==> src/rtl/vga_tile_compositor_pkg.sv <==
//------------------------------------------------------------------------------
// Module  : vga_tile_pkg
// Brief   : Shared highlight-mode constants and helper functions for the
//           VGA tile compositor.
// Revision: 1.0 - initial release
//------------------------------------------------------------------------------
`default_nettype none

package vga_tile_pkg;

    // Highlight modes
    localparam logic [1:0] HL_NONE   = 2'b00;
    localparam logic [1:0] HL_BORDER = 2'b01;
    localparam logic [1:0] HL_TINT   = 2'b10;
    localparam logic [1:0] HL_BLINK  = 2'b11;

    // Half-and-half blend of one colour channel (channels up to 16 bits).
    // Each operand is halved first, so the sum can never overflow the channel.
    function automatic logic [15:0] half_blend(input logic [15:0] a, input logic [15:0] b);
        return (a >> 1) + (b >> 1);
    endfunction

    // True when every pixel of every tile has its own ROM address.
    function automatic bit rom_fits(input longint tiles, input longint tw,
                                    input longint th, input longint aw);
        return (tiles * tw * th) <= (longint'(1) << aw);
    endfunction

endpackage

`default_nettype wire

==> src/rtl/vga_tile_compositor_if.sv <==
//------------------------------------------------------------------------------
// Module  : vga_tile_compositor_if
// Brief   : Raster, highlight, image-ROM and RGB signals of the compositor.
//           slave = compositor side, master = timing generator / ROM side.
// Revision: 1.0 - initial release
//------------------------------------------------------------------------------
`default_nettype none

interface vga_tile_compositor_if #(
    parameter int R_WIDTH        = 8,
    parameter int G_WIDTH        = 8,
    parameter int B_WIDTH        = 8,
    parameter int CNTR_WIDTH_H   = 11,
    parameter int CNTR_WIDTH_V   = 10,
    parameter int NUM_TILES      = 12,
    parameter int ROM_ADDR_WIDTH = 17
) ();
    localparam int RGB_W = R_WIDTH + G_WIDTH + B_WIDTH;

    logic [CNTR_WIDTH_H-1:0]   CounterX;
    logic [CNTR_WIDTH_V-1:0]   CounterY;
    logic                      PixValid;
    logic                      FrameStart;
    logic [NUM_TILES-1:0]      HighlightMask;
    logic [1:0]                HighlightMode;
    logic [RGB_W-1:0]          HighlightColor;
    logic [RGB_W-1:0]          BgColor;
    logic [ROM_ADDR_WIDTH-1:0] ROM_Addr;
    logic [RGB_W-1:0]          ROM_Data;
    logic [RGB_W-1:0]          RGB_Bus;
    logic                      RGB_Valid;

    modport slave (
        input  CounterX, CounterY, PixValid, FrameStart,
        input  HighlightMask, HighlightMode, HighlightColor, BgColor,
        input  ROM_Data,
        output ROM_Addr, RGB_Bus, RGB_Valid
    );

    modport master (
        output CounterX, CounterY, PixValid, FrameStart,
        output HighlightMask, HighlightMode, HighlightColor, BgColor,
        output ROM_Data,
        input  ROM_Addr, RGB_Bus, RGB_Valid
    );
endinterface

`default_nettype wire

==> src/rtl/vga_tile_hit_decoder.sv <==
//------------------------------------------------------------------------------
// Module  : vga_tile_hit_decoder
// Brief   : Maps a raster position onto the tile grid with per-column and
//           per-row range compares. Look-ahead (combinational) index/offsets
//           feed the ROM address register; hit/index/border are registered.
// Revision: 1.0 - initial release
//------------------------------------------------------------------------------
`default_nettype none

module vga_tile_hit_decoder #(
    parameter int CNTR_WIDTH_H = 11,
    parameter int CNTR_WIDTH_V = 10,
    parameter int TILE_W       = 100,
    parameter int TILE_H       = 100,
    parameter int TILE_COLS    = 4,
    parameter int TILE_ROWS    = 3,
    parameter int ORIGIN_X     = 40,
    parameter int ORIGIN_Y     = 40,
    parameter int GAP          = 20,
    parameter int BORDER_W     = 4,
    localparam int NUM_TILES   = TILE_COLS * TILE_ROWS,
    localparam int IDX_W       = (NUM_TILES > 1) ? $clog2(NUM_TILES) : 1,
    localparam int LX_W        = (TILE_W > 1) ? $clog2(TILE_W) : 1,
    localparam int LY_W        = (TILE_H > 1) ? $clog2(TILE_H) : 1
) (
    input  wire logic                    clk,
    input  wire logic                    rst,
    input  wire logic [CNTR_WIDTH_H-1:0] i_x,
    input  wire logic [CNTR_WIDTH_V-1:0] i_y,
    output logic                         o_hit_nxt,
    output logic [IDX_W-1:0]             o_index_nxt,
    output logic [LX_W-1:0]              o_lx_nxt,
    output logic [LY_W-1:0]              o_ly_nxt,
    output logic                         o_hit,
    output logic [IDX_W-1:0]             o_index,
    output logic                         o_border
);
    int   w_x, w_y;
    int   w_col_i, w_row_i, w_lx_i, w_ly_i;
    logic w_col_hit, w_row_hit, w_border;

    logic             r_hit;
    logic [IDX_W-1:0] r_index;
    logic             r_border;

    assign w_x = int'(i_x);
    assign w_y = int'(i_y);

    // Range-compare against every column and every row; at most one matches.
    always_comb begin
        w_col_hit = 1'b0;
        w_row_hit = 1'b0;
        w_col_i   = 0;
        w_row_i   = 0;
        w_lx_i    = 0;
        w_ly_i    = 0;
        for (int c = 0; c < TILE_COLS; c++) begin
            if (w_x >= ORIGIN_X + c * (TILE_W + GAP) &&
                w_x <  ORIGIN_X + c * (TILE_W + GAP) + TILE_W) begin
                w_col_hit = 1'b1;
                w_col_i   = c;
                w_lx_i    = w_x - (ORIGIN_X + c * (TILE_W + GAP));
            end
        end
        for (int r = 0; r < TILE_ROWS; r++) begin
            if (w_y >= ORIGIN_Y + r * (TILE_H + GAP) &&
                w_y <  ORIGIN_Y + r * (TILE_H + GAP) + TILE_H) begin
                w_row_hit = 1'b1;
                w_row_i   = r;
                w_ly_i    = w_y - (ORIGIN_Y + r * (TILE_H + GAP));
            end
        end
    end

    assign o_hit_nxt   = w_col_hit & w_row_hit;
    assign o_index_nxt = IDX_W'(w_row_i * TILE_COLS + w_col_i);
    assign o_lx_nxt    = LX_W'(w_lx_i);
    assign o_ly_nxt    = LY_W'(w_ly_i);
    assign w_border    = (w_lx_i < BORDER_W) || (w_lx_i >= TILE_W - BORDER_W) ||
                         (w_ly_i < BORDER_W) || (w_ly_i >= TILE_H - BORDER_W);

    // Register the decode so it lines up with the ROM address register.
    always_ff @(posedge clk or posedge rst) begin
        if (rst) begin
            r_hit    <= 1'b0;
            r_index  <= '0;
            r_border <= 1'b0;
        end else begin
            r_hit    <= o_hit_nxt;
            r_index  <= o_hit_nxt ? o_index_nxt : '0;
            r_border <= o_hit_nxt & w_border;
        end
    end

    assign o_hit    = r_hit;
    assign o_index  = r_index;
    assign o_border = r_border;

endmodule

`default_nettype wire

==> src/rtl/vga_tile_compositor.sv <==
//------------------------------------------------------------------------------
// Module  : vga_tile_compositor
// Brief   : Tile-grid pixel compositor: ROM address generation, flag delay
//           line, frame-synchronous highlight shadow, blink counter and the
//           registered RGB output mux. Latency 2 + ROM_LATENCY.
// Revision: 1.0 - initial release
//------------------------------------------------------------------------------
`default_nettype none

module vga_tile_compositor
    import vga_tile_pkg::*;
#(
    parameter int R_WIDTH        = 8,
    parameter int G_WIDTH        = 8,
    parameter int B_WIDTH        = 8,
    parameter int CNTR_WIDTH_H   = 11,
    parameter int CNTR_WIDTH_V   = 10,
    parameter int TILE_W         = 100,
    parameter int TILE_H         = 100,
    parameter int TILE_COLS      = 4,
    parameter int TILE_ROWS      = 3,
    parameter int ORIGIN_X       = 40,
    parameter int ORIGIN_Y       = 40,
    parameter int GAP            = 20,
    parameter int BORDER_W       = 4,
    parameter int ROM_ADDR_WIDTH = 17,
    parameter int ROM_LATENCY    = 1,
    parameter int BLINK_FRAMES   = 30
) (
    input  wire logic           CLOCK,
    input  wire logic           RESET,
    vga_tile_compositor_if.slave bus
);
    localparam int NUM_TILES = TILE_COLS * TILE_ROWS;
    localparam int IDX_W     = (NUM_TILES > 1) ? $clog2(NUM_TILES) : 1;
    localparam int LX_W      = (TILE_W > 1) ? $clog2(TILE_W) : 1;
    localparam int LY_W      = (TILE_H > 1) ? $clog2(TILE_H) : 1;
    localparam int FC_W      = (BLINK_FRAMES > 1) ? $clog2(BLINK_FRAMES) : 1;
    localparam int RGB_W     = R_WIDTH + G_WIDTH + B_WIDTH;
    localparam int MIN_TILE  = (TILE_W < TILE_H) ? TILE_W : TILE_H;

    if (!rom_fits(NUM_TILES, TILE_W, TILE_H, ROM_ADDR_WIDTH)) begin : g_err_rom
        $error("image ROM address space too small for the tile grid");
    end
    if (2 * BORDER_W > MIN_TILE) begin : g_err_border
        $error("highlight border thicker than half a tile");
    end
    if (ROM_LATENCY < 1) begin : g_err_latency
        $error("ROM_LATENCY must be at least 1");
    end
    if (R_WIDTH > 16 || G_WIDTH > 16 || B_WIDTH > 16) begin : g_err_chan
        $error("colour channels wider than 16 bits are not supported");
    end

    // Decoder
    logic             w_hit_nxt, w_hit, w_border;
    logic [IDX_W-1:0] w_index_nxt, w_index;
    logic [LX_W-1:0]  w_lx_nxt;
    logic [LY_W-1:0]  w_ly_nxt;

    vga_tile_hit_decoder #(
        .CNTR_WIDTH_H (CNTR_WIDTH_H), .CNTR_WIDTH_V (CNTR_WIDTH_V),
        .TILE_W       (TILE_W),       .TILE_H       (TILE_H),
        .TILE_COLS    (TILE_COLS),    .TILE_ROWS    (TILE_ROWS),
        .ORIGIN_X     (ORIGIN_X),     .ORIGIN_Y     (ORIGIN_Y),
        .GAP          (GAP),          .BORDER_W     (BORDER_W)
    ) u_hit (
        .clk         (CLOCK),
        .rst         (RESET),
        .i_x         (bus.CounterX),
        .i_y         (bus.CounterY),
        .o_hit_nxt   (w_hit_nxt),
        .o_index_nxt (w_index_nxt),
        .o_lx_nxt    (w_lx_nxt),
        .o_ly_nxt    (w_ly_nxt),
        .o_hit       (w_hit),
        .o_index     (w_index),
        .o_border    (w_border)
    );

    // Shadow, blink and stage-1 state
    logic [NUM_TILES-1:0]      r_sh_mask, r_mask1;
    logic [1:0]                r_sh_mode, r_mode1;
    logic [FC_W-1:0]           r_frame_cnt;
    logic                      r_blink, r_blink1, r_valid1;
    logic [ROM_ADDR_WIDTH-1:0] r_addr;

    // Delay line aligning the stage-1 flags with ROM_Data
    logic       r_d_valid  [ROM_LATENCY];
    logic       r_d_hit    [ROM_LATENCY];
    logic       r_d_border [ROM_LATENCY];
    logic       r_d_hl     [ROM_LATENCY];
    logic       r_d_blink  [ROM_LATENCY];
    logic [1:0] r_d_mode   [ROM_LATENCY];

    logic [RGB_W-1:0] r_rgb, w_rgb, w_blend;
    logic             r_rgb_valid;

    // Highlight settings load only at frame start; the blink phase advances every BLINK_FRAMES frames.
    always_ff @(posedge CLOCK or posedge RESET) begin
        if (RESET) begin
            r_sh_mask   <= '0;
            r_sh_mode   <= HL_NONE;
            r_frame_cnt <= '0;
            r_blink     <= 1'b0;
        end else if (bus.FrameStart) begin
            r_sh_mask <= bus.HighlightMask;
            r_sh_mode <= bus.HighlightMode;
            if (r_frame_cnt == FC_W'(BLINK_FRAMES - 1)) begin
                r_frame_cnt <= '0;
                r_blink     <= ~r_blink;
            end else begin
                r_frame_cnt <= r_frame_cnt + 1'b1;
            end
        end
    end

    // Stage 1: ROM address plus a snapshot of the settings in force when the pixel was sampled.
    always_ff @(posedge CLOCK or posedge RESET) begin
        if (RESET) begin
            r_addr   <= '0;
            r_valid1 <= 1'b0;
            r_mask1  <= '0;
            r_mode1  <= HL_NONE;
            r_blink1 <= 1'b0;
        end else begin
            r_addr   <= w_hit_nxt ?
                        ROM_ADDR_WIDTH'(32'(w_index_nxt) * 32'(TILE_W * TILE_H) +
                                        32'(w_ly_nxt) * 32'(TILE_W) + 32'(w_lx_nxt)) : '0;
            r_valid1 <= bus.PixValid;
            r_mask1  <= r_sh_mask;
            r_mode1  <= r_sh_mode;
            r_blink1 <= r_blink;
        end
    end

    // Carry the per-pixel flags through the ROM read latency.
    always_ff @(posedge CLOCK or posedge RESET) begin
        if (RESET) begin
            for (int i = 0; i < ROM_LATENCY; i++) begin
                r_d_valid[i]  <= 1'b0;
                r_d_hit[i]    <= 1'b0;
                r_d_border[i] <= 1'b0;
                r_d_hl[i]     <= 1'b0;
                r_d_blink[i]  <= 1'b0;
                r_d_mode[i]   <= HL_NONE;
            end
        end else begin
            r_d_valid[0]  <= r_valid1;
            r_d_hit[0]    <= w_hit;
            r_d_border[0] <= w_border;
            r_d_hl[0]     <= w_hit & r_mask1[w_index];
            r_d_blink[0]  <= r_blink1;
            r_d_mode[0]   <= r_mode1;
            for (int i = 1; i < ROM_LATENCY; i++) begin
                r_d_valid[i]  <= r_d_valid[i-1];
                r_d_hit[i]    <= r_d_hit[i-1];
                r_d_border[i] <= r_d_border[i-1];
                r_d_hl[i]     <= r_d_hl[i-1];
                r_d_blink[i]  <= r_d_blink[i-1];
                r_d_mode[i]   <= r_d_mode[i-1];
            end
        end
    end

    assign w_blend = {
        R_WIDTH'(half_blend(16'(bus.ROM_Data[RGB_W-1 -: R_WIDTH]),
                            16'(bus.HighlightColor[RGB_W-1 -: R_WIDTH]))),
        G_WIDTH'(half_blend(16'(bus.ROM_Data[B_WIDTH +: G_WIDTH]),
                            16'(bus.HighlightColor[B_WIDTH +: G_WIDTH]))),
        B_WIDTH'(half_blend(16'(bus.ROM_Data[0 +: B_WIDTH]),
                            16'(bus.HighlightColor[0 +: B_WIDTH])))
    };

    // Output selection in priority order: blanking, background, plain image, highlight styles.
    always_comb begin
        w_rgb = bus.ROM_Data;
        if (!r_d_valid[ROM_LATENCY-1]) begin
            w_rgb = '0;
        end else if (!r_d_hit[ROM_LATENCY-1]) begin
            w_rgb = bus.BgColor;
        end else if (!r_d_hl[ROM_LATENCY-1] || r_d_mode[ROM_LATENCY-1] == HL_NONE) begin
            w_rgb = bus.ROM_Data;
        end else if (r_d_mode[ROM_LATENCY-1] == HL_BORDER) begin
            w_rgb = r_d_border[ROM_LATENCY-1] ? bus.HighlightColor : bus.ROM_Data;
        end else if (r_d_mode[ROM_LATENCY-1] == HL_TINT) begin
            w_rgb = w_blend;
        end else if (r_d_border[ROM_LATENCY-1] && r_d_blink[ROM_LATENCY-1]) begin
            w_rgb = bus.HighlightColor;
        end
    end

    // Registered pixel output.
    always_ff @(posedge CLOCK or posedge RESET) begin
        if (RESET) begin
            r_rgb       <= '0;
            r_rgb_valid <= 1'b0;
        end else begin
            r_rgb       <= w_rgb;
            r_rgb_valid <= r_d_valid[ROM_LATENCY-1];
        end
    end

    assign bus.ROM_Addr  = r_addr;
    assign bus.RGB_Bus   = r_rgb;
    assign bus.RGB_Valid = r_rgb_valid;

endmodule

`default_nettype wire
==> src/flat_wrapper.sv <==
// flat-port wrapper written by rule: the top's interface ports become plain ports
module vga_tile_compositor_flat import vga_tile_pkg::*;
#(
    parameter int R_WIDTH        = 8,
    parameter int G_WIDTH        = 8,
    parameter int B_WIDTH        = 8,
    parameter int CNTR_WIDTH_H   = 11,
    parameter int CNTR_WIDTH_V   = 10,
    parameter int TILE_W         = 100,
    parameter int TILE_H         = 100,
    parameter int TILE_COLS      = 4,
    parameter int TILE_ROWS      = 3,
    parameter int ORIGIN_X       = 40,
    parameter int ORIGIN_Y       = 40,
    parameter int GAP            = 20,
    parameter int BORDER_W       = 4,
    parameter int ROM_ADDR_WIDTH = 17,
    parameter int ROM_LATENCY    = 1,
    parameter int BLINK_FRAMES   = 30
)
  (CLOCK, RESET, bus_CounterX, bus_CounterY, bus_PixValid, bus_FrameStart, bus_HighlightMask, bus_HighlightMode, bus_HighlightColor, bus_BgColor, bus_ROM_Data, bus_ROM_Addr, bus_RGB_Bus, bus_RGB_Valid);
  vga_tile_compositor_if #(.R_WIDTH(R_WIDTH), .G_WIDTH(G_WIDTH), .B_WIDTH(B_WIDTH), .CNTR_WIDTH_H(CNTR_WIDTH_H), .CNTR_WIDTH_V(CNTR_WIDTH_V), .ROM_ADDR_WIDTH(ROM_ADDR_WIDTH)) bus_i ();
  input  wire logic CLOCK;
  input  wire logic RESET;
  input wire logic [$bits(bus_i.CounterX)-1:0] bus_CounterX;
  input wire logic [$bits(bus_i.CounterY)-1:0] bus_CounterY;
  input wire logic [$bits(bus_i.PixValid)-1:0] bus_PixValid;
  input wire logic [$bits(bus_i.FrameStart)-1:0] bus_FrameStart;
  input wire logic [$bits(bus_i.HighlightMask)-1:0] bus_HighlightMask;
  input wire logic [$bits(bus_i.HighlightMode)-1:0] bus_HighlightMode;
  input wire logic [$bits(bus_i.HighlightColor)-1:0] bus_HighlightColor;
  input wire logic [$bits(bus_i.BgColor)-1:0] bus_BgColor;
  input wire logic [$bits(bus_i.ROM_Data)-1:0] bus_ROM_Data;
  output wire logic [$bits(bus_i.ROM_Addr)-1:0] bus_ROM_Addr;
  output wire logic [$bits(bus_i.RGB_Bus)-1:0] bus_RGB_Bus;
  output wire logic [$bits(bus_i.RGB_Valid)-1:0] bus_RGB_Valid;
  assign bus_i.CounterX = bus_CounterX;
  assign bus_i.CounterY = bus_CounterY;
  assign bus_i.PixValid = bus_PixValid;
  assign bus_i.FrameStart = bus_FrameStart;
  assign bus_i.HighlightMask = bus_HighlightMask;
  assign bus_i.HighlightMode = bus_HighlightMode;
  assign bus_i.HighlightColor = bus_HighlightColor;
  assign bus_i.BgColor = bus_BgColor;
  assign bus_i.ROM_Data = bus_ROM_Data;
  assign bus_ROM_Addr = bus_i.ROM_Addr;
  assign bus_RGB_Bus = bus_i.RGB_Bus;
  assign bus_RGB_Valid = bus_i.RGB_Valid;
  vga_tile_compositor #(.R_WIDTH(R_WIDTH), .G_WIDTH(G_WIDTH), .B_WIDTH(B_WIDTH), .CNTR_WIDTH_H(CNTR_WIDTH_H), .CNTR_WIDTH_V(CNTR_WIDTH_V), .TILE_W(TILE_W), .TILE_H(TILE_H), .TILE_COLS(TILE_COLS), .TILE_ROWS(TILE_ROWS), .ORIGIN_X(ORIGIN_X), .ORIGIN_Y(ORIGIN_Y), .GAP(GAP), .BORDER_W(BORDER_W), .ROM_ADDR_WIDTH(ROM_ADDR_WIDTH), .ROM_LATENCY(ROM_LATENCY), .BLINK_FRAMES(BLINK_FRAMES)) u_core (.CLOCK(CLOCK), .RESET(RESET), .bus(bus_i));
endmodule
==> config.mk <==
export PLATFORM = sky130hd
export DESIGN_NAME = vga_tile_compositor_flat
export DESIGN_NICKNAME = d
export VERILOG_FILES = /design/src/rtl/vga_tile_compositor_pkg.sv /design/src/rtl/vga_tile_compositor_if.sv /design/src/rtl/vga_tile_hit_decoder.sv /design/src/rtl/vga_tile_compositor.sv /design/src/flat_wrapper.sv
export SDC_FILE = /design/constraint.sdc
export NUM_CORES = 1
export LEC_CHECK = 0
export BUFFER_PORTS_ARGS = -buffer_cell sky130_fd_sc_hd__buf_2
export CAP_MARGIN = 15
export CORE_MARGIN = 3
export CORE_UTILIZATION = 57
export CTS_CLUSTER_DIAMETER = 150
export DETAILED_ROUTE_END_ITERATION = 16
export PLACE_DENSITY = 0.81
export RECOVER_POWER = 25
export SYNTH_ARGS = -nofsm -noshare
export SYNTH_HDL_FRONTEND = slang
export SYNTH_SLANG_ARGS = --single-unit
==> constraint.sdc <==
create_clock -name CLOCK -period 3.5 [get_ports CLOCK]
set_clock_uncertainty 0.15 [all_clocks]
set_input_delay 0.35 -clock CLOCK [delete_from_list [all_inputs] [get_ports CLOCK]]
set_output_delay 0.35 -clock CLOCK [all_outputs]
set_load 0.005 [all_outputs]
# Yosys cells after proc, flatten, opt, wreduce, memory -nomap -nowiden
# Index checks and enable logic that the tools add are counted.
# totals
ff_bits,91
input_bits,111
output_inout_bits,42
elab_cells,108
# classes
addsub,14
n_mul,2
order_cmp,19
n_eq_ne,3
mux,31
bitwise_logic,4
reduce_logical,15
# op_table
cell,count
two-way mux 32 bit,7
two-way mux 24 bit,7
"greater-or-equal comparator 32 x 8 -> 1 bit, second input constant",2
"less-than comparator 32 x 4 -> 1 bit, second input constant",2
"less-than comparator 11 x 9 -> 1 bit, second input constant",3
adder 7 x 7 -> 8 bit,3
"subtractor 11 x 9 -> 12 bit, second input constant",2
"greater-or-equal comparator 11 x 9 -> 1 bit, second input constant",2
"less-than comparator 10 x 9 -> 1 bit, second input constant",2
adder 17 x 14 -> 17 bit,1
adder 17 x 7 -> 17 bit,1
two-way mux 17 bit,1
"multiplier 4 x 10 -> 13 bit, second input constant",1
"multiplier 7 x 5 -> 12 bit, second input constant",1
two-way mux 4 bit,3
"subtractor 11 x 6 -> 12 bit, second input constant",1
"subtractor 11 x 8 -> 12 bit, second input constant",1
"greater-or-equal comparator 11 x 6 -> 1 bit, second input constant",1
"greater-or-equal comparator 11 x 8 -> 1 bit, second input constant",1
"less-than comparator 11 x 8 -> 1 bit, second input constant",1
"subtractor 10 x 6 -> 11 bit, second input constant",1
"subtractor 10 x 8 -> 11 bit, second input constant",1
"subtractor 10 x 9 -> 11 bit, second input constant",1
"greater-or-equal comparator 10 x 6 -> 1 bit, second input constant",1
20 further kinds,41

# Depth between registers and ports, before layout
# depth
depth_word,11
mapped_depth,29
depth_no_buf,28

# Hierarchy
# A second synthesis with hierarchy kept.
# hier_totals
hier_cells,907
hier_area_um2,8070.2
# by_module_without_submodules
mod,n_inst,cells_per_inst,area_each_um2,seq_area_each_um2
vga_tile_compositor,1,693,6521.3,2127.0
vga_tile_hit_decoder,1,214,1549.0,150.1

# Worst setup path before layout
# No wires, ideal clock.
# synth_path
path_type,input to register
startpoint,input bus_CounterY[3]
endpoint,"register u_core.r_addr[15], in the netlist u_core.bus.ROM_Addr[15]"
setup_ns,0.121
t_arrival_ns,5.317
t_required_ns,3.229
path_slack_ns,-2.088
cell_stages,28
n_path_buf,1
cell_sequence,buf_4 inv_1 ha_1 nor2b_1 or2_1 o311a_4 nor3_4 nor2b_1 inv_1 ha_1 ha_1 inv_1 fa_1 inv_1 ha_1 a21oi_1 o21bai_1 a21oi_1 o21bai_1 a21oi_1 xnor2_1 ha_1 ha_1 or2_2 a21o_1 o21ai_0 a21o_1 a21oi_1
# synth_between
elab_chain_cells,9
word_cells_on_any_way,27
cone_classes,add/sub: 6; mul: 2; order compare: 6; mux: 9; bitwise: 1; reduce/logical: 3
# synth_lines
item,line_no,source
from (decl),flat_wrapper.sv:26,input wire logic [$bits(bus_i.CounterY)-1:0] bus_CounterY;
greater-or-equal comparator 10 x 8 -> 1 bit (tied with other cells),vga_tile_hit_decoder.sv:66,if (w_y >= ORIGIN_Y + r * (TILE_H + GAP) &&
logical AND 1 bit,vga_tile_hit_decoder.sv:66,
two-way mux 1 bit or two-way mux 32 bit (tied branches),vga_tile_hit_decoder.sv:66,
two-way mux 2 bit or two-way mux 32 bit (tied branches),vga_tile_hit_decoder.sv:66,
adder 4 bit or two-way mux 32 bit (tied branches),"vga_tile_hit_decoder.sv:76, vga_tile_hit_decoder.sv:66",
multiplier 4 x 10 -> 13 bit or multiplier 7 x 5 -> 12 bit (tied branches),"vga_tile_compositor.sv:128, vga_tile_compositor.sv:129",
adder 17 x 14 -> 17 bit,vga_tile_compositor.sv:128,ROM_ADDR_WIDTH'(32'(w_index_nxt) * 32'(TILE_W * TILE_H) +
adder 17 x 7 -> 17 bit,vga_tile_compositor.sv:129,32'(w_ly_nxt) * 32'(TILE_W) + 32'(w_lx_nxt)) : '0;
two-way mux 17 bit (*),vga_tile_compositor.sv:127,r_addr <= w_hit_nxt ?
to (signal assigned),vga_tile_compositor.sv:127,
to (decl),vga_tile_compositor.sv:86,logic [ROM_ADDR_WIDTH-1:0] r_addr;
# Every way passes the cells marked *; elsewhere a longest branch is shown, timed or not.
# A chain may end at the register's enable or synchronous reset.

# Worst setup path after layout
# Same ends and word-level chain as after synthesis.

==> results.py <==
metrics = {
    "status": {
        "status": "complete, but fails checks",
        "violations": "max-capacitance violations, max-slew violations, negative setup slack",
    },
    "setup_path": {
        "crit_type": "in2reg",
        "critPathMaxFanout": 7,
        "ff2ff_path_depth": 7,
        "worstSetupStartpointType": "primary input",
        "reg2reg_to": "u_core.bus.RGB_Bus[8]",
        "cp_data_required_time_ns": 3.62,
        "crit_arrival_ns": 5.77,
        "endpoint_kind": "flip-flop",
        "rrSetupSlack_ns": 0.93,
        "r2r-start": "u_core.r_d_mode[0]",
    },
    "drt": {
        "drc": 0,
        "wl_per_cell_um": 21.81,
        "viasPerCell": 6.266,
        "vias": 8403,
        "postRouteWirelength_um": 29250,
        "firstDrtPassIters": 5,
        "drt_first_iter_violations": 913,
        "antenna_left": 0,
    },
    "floorplanning": {
        "ios": 153,
        "die_area_sq_um": 15000,
        "num_rows": 41,
        "core_area_sq_um": 12930,
        "start_util_pct": 59.82,
        "die_h_um": 122.5,
        "die_w_um": 122.5,
    },
    "power_and_ir_drop": {
        "power.density_cell_area_nw_per_um2": 343.4,
        "fin_total_pwr_mw": 3.811,
        "ir_worst_vdd_mv": 0.2262,
        "leakage_nw": 5.501,
    },
    "final_layout": {
        "drive_above_1_share_pct": 43.32,
        "fillers": 687,
        "nNetsFinal": 1386,
        "ff_latch_area_sq_um": 2277,
        "final_common_cell": "buf_4",
        "area_delta_synth_final_pct": 43.49,
        "multi_input_area_sq_um": 5773,
        "mostFrequentLayoutCells": "154 x buf_4, 149 x buf_2, 91 x dfrtp_1, 74 x ha_1, 65 x nand2_1",
        "final_core_util_pct": 85.84,
    },
    "sta": {
        "finalSetupViolCount": 12,
        "tightest_slew_ns": 2.680,
        "hold_viol_final": 0,
        "timing.fmax_ghz": 0.1770,
        "fin_crit_sh_pct": 161.4,
        "slew_headroom_pct": -78.68,
        "worst_slack_ns": -2.150,
        "period_needed_ns": 5.650,
        "whs_ns": 0.09151,
        "rsz0062_at_grt": "true",
        "finalMaxSlewViolations": 72,
    },
    "worst_hold_path": {
        "holdPathStages": 2,
        "hp-class": "in2reg",
        "min-delay-start": "bus_HighlightMask[10]",
        "min_to": "u_core.r_sh_mask[10]",
    },
    "global_route": {
        "antenna_found_initial": 1,
        "grt_max_degree": 72,
        "grt_pass1_wl_um": 40180,
        "grt_overflow": 0,
        "grt_pass1_vias": 8135,
        "track_usage_pct": 34.14,
    },
    "job": {
        "cap_violations": 1,
    },
    "yosys": {
        "ys_seq_area_share_pct": 29.45,
        "ys_seq_elements": 91,
        "synth_area_leaders": "dfrtp_1 29%, ha_1 17%, a21oi_1 4.3%",
        "yosysWarningCount": 0,
        "synth-edff-count": 0,
        "syn-num-nets": 1077,
        "syn_avg_cell_area_sq_um": 9.056,
        "ys_types": 74,
        "async_reset_ff_share_pct": 100.0,
        "yosys.area.top_type": "dfrtp_1",
        "syn_inst": 854,
        "synth_area_sq_um": 7734,
        "synth_top_area_share_pct": 29.45,
        "synth-main-ff-cell": "dfrtp_1",
    },
    "cts": {
        "htree_levels": 3,
        "tritoncts": "done",
        "cts.path.max_buffers": 2,
        "cts_made_buffers": 9,
        "path_clk_slew_ns": 0.07,
        "root_buffer": "clkbuf_16",
        "cts_num_sinks": 91,
        "clkLatencyLatePin_ns": 0.34,
    },
    "place": {
        "hpwl_um": 17120,
        "gp_congestion": 0.9091,
        "pre_cts_ws_ns": -2.102,
        "portBuffers": 152,
    },
}
==> worst max path at each step <==
stage | from | endpoint | slack, ns | cells past startpoint
detailed placement | bus_CounterY[6] | u_core.bus.ROM_Addr[16] | -2.10 | 26
global placement | bus_CounterY[6] | u_core.bus.ROM_Addr[16] | -1.94 | 26
floorplan | bus_CounterY[3] | u_core.bus.ROM_Addr[16] | -1.78 | 25
CTS | bus_CounterY[4] | u_core.bus.ROM_Addr[16] | -1.51 | 26
finish | bus_CounterY[3] | u_core.bus.ROM_Addr[15] | -2.15 | 28
global route | bus_CounterY[3] | u_core.bus.ROM_Addr[15] | -2.33 | 28
==> cell usage after synthesis, types with 6 or more instances <==
library cell,number
a21boi_0,18
a21o_1,19
a21oi_1,66
a31oi_1,11
and2_1,6
clkbuf_1,29
dfrtp_1,91
fa_1,10
ha_1,102
inv_1,67
mux2_2,19
mux2i_1,10
nand2_1,70
nand2b_1,21
nand3_1,23
nor2_1,43
nor2b_1,17
nor3_1,16
o21ai_0,46
o21bai_1,13
o221ai_1,18
xnor2_1,23
xor2_1,9
==> what timing repair did <==
item / in CTS / in global routing
resized for setup: 86 / 69
setup endpoints to repair: 11 / 13
endpoints found under the hold margin: 1 / 0
cloned: 0 / 0
hold buffers: 1 / 0
setup buffers: 49 / 23
pin swaps: 51 / 40
==> logic make-up after synthesis <==
family | count (synthesis) | share of synthesized area (%)
adder cells (fa/ha/maj) | 112 | 19.09
AO/OA/AOI/OAI | 248 | 21.92
AND/OR/NAND/NOR | 234 | 15.27
XOR/XNOR | 32 | 3.624
buffers and inverters | 105 | 5.711
flip-flops | 91 | 29.45
multiplexers | 32 | 4.935
==> stage by stage <==
stage | area [sq um] | TNS [ns] | instances
3_5_place_dp | 9744 | -18.10 | 1280
2_1_floorplan | 7915 | -13.61 | 854
4_1_cts | 10800 | -12.21 | 1335
6_report | 11100 | -16.11 | 1341
3_3_place_gp | 9744 | -16.68 | 1280
5_1_grt | 11100 | -17.57 | 1341
==> layer usage <==
| layer | vias up | share of wire, % | track usage (%) |
|---|---|---|---|
| met5 | - | 0 | 0 |
| met1 | 3949 | 35 | 38.33 |
| met4 | 0 | 8.7 | 18.96 |
| li1 | 3675 | - | - |
| met2 | 574 | 48 | 60.84 |
| met3 | 205 | 8.2 | 6.313 |
==> power by group <==
part / internal (mW) / leakage (nW) / switching (mW)
clock network: 0.569 / 0.154 / 0.452
logic: 0.763 / 4.19 / 0.799
registers: 1.15 / 1.16 / 0.0768
==> sequential cells by signal (all words and copies together), names as in the netlist <==
| register | flops |
|---|---|
| u_core.r_frame_cnt | 5 |
| u_core.r_blink1 | 1 |
| u_core.u_hit.o_border | 1 |
| u_core.r_mask1 | 12 |
| u_core.bus.RGB_Valid | 1 |
| u_core.bus.ROM_Addr | 17 |
| u_core.r_d_border | 1 |
| u_core.r_sh_mask | 12 |
| u_core.bus.RGB_Bus | 24 |
| u_core.r_mode1 | 2 |
| u_core.r_sh_mode | 2 |
| u_core.r_d_hl | 1 |
| u_core.r_d_blink | 1 |
| u_core.u_hit.o_hit | 1 |
| u_core.r_d_mode | 2 |
| u_core.r_blink | 1 |
| u_core.u_hit.o_index | 4 |
| u_core.r_d_valid | 1 |
| u_core.r_valid1 | 1 |
| u_core.r_d_hit | 1 |
==> critical path, stage by stage <==
cell and delay (ns):
buf_2 0.12, buf_6 0.12, buf_6 0.12, nand2_1 0.12, o21ai_2 0.19, a21o_1 0.23, clkinv_4 0.11, buf_4 0.20
a21o_1 0.19, o22ai_2 0.16, inv_1 0.09, buf_4 0.15, ha_1 0.27, inv_1 0.05, ha_1 0.31, ha_1 0.38
ha_1 0.41, inv_1 0.06, o21bai_1 0.16, a21oi_2 0.10, xnor2_1 0.15, ha_1 0.46, ha_4 0.28, or2_4 0.27
a21o_1 0.24, o21ai_1 0.13, nand3_1 0.11, a21oi_1 0.20
==> final cells by class <==
type,count,share of cell area (%)
Inverter,69,2.503
Multi-Input combinational cell,658,52.02
Timing Repair Buffer,334,20.21
Antenna cell,1,0.02255
Clock inverter,7,0.7554
Clock buffer,9,2.030
Sequential cell,91,20.52
Tap cell,172,1.939
Power figures use the tool's default switching activity.
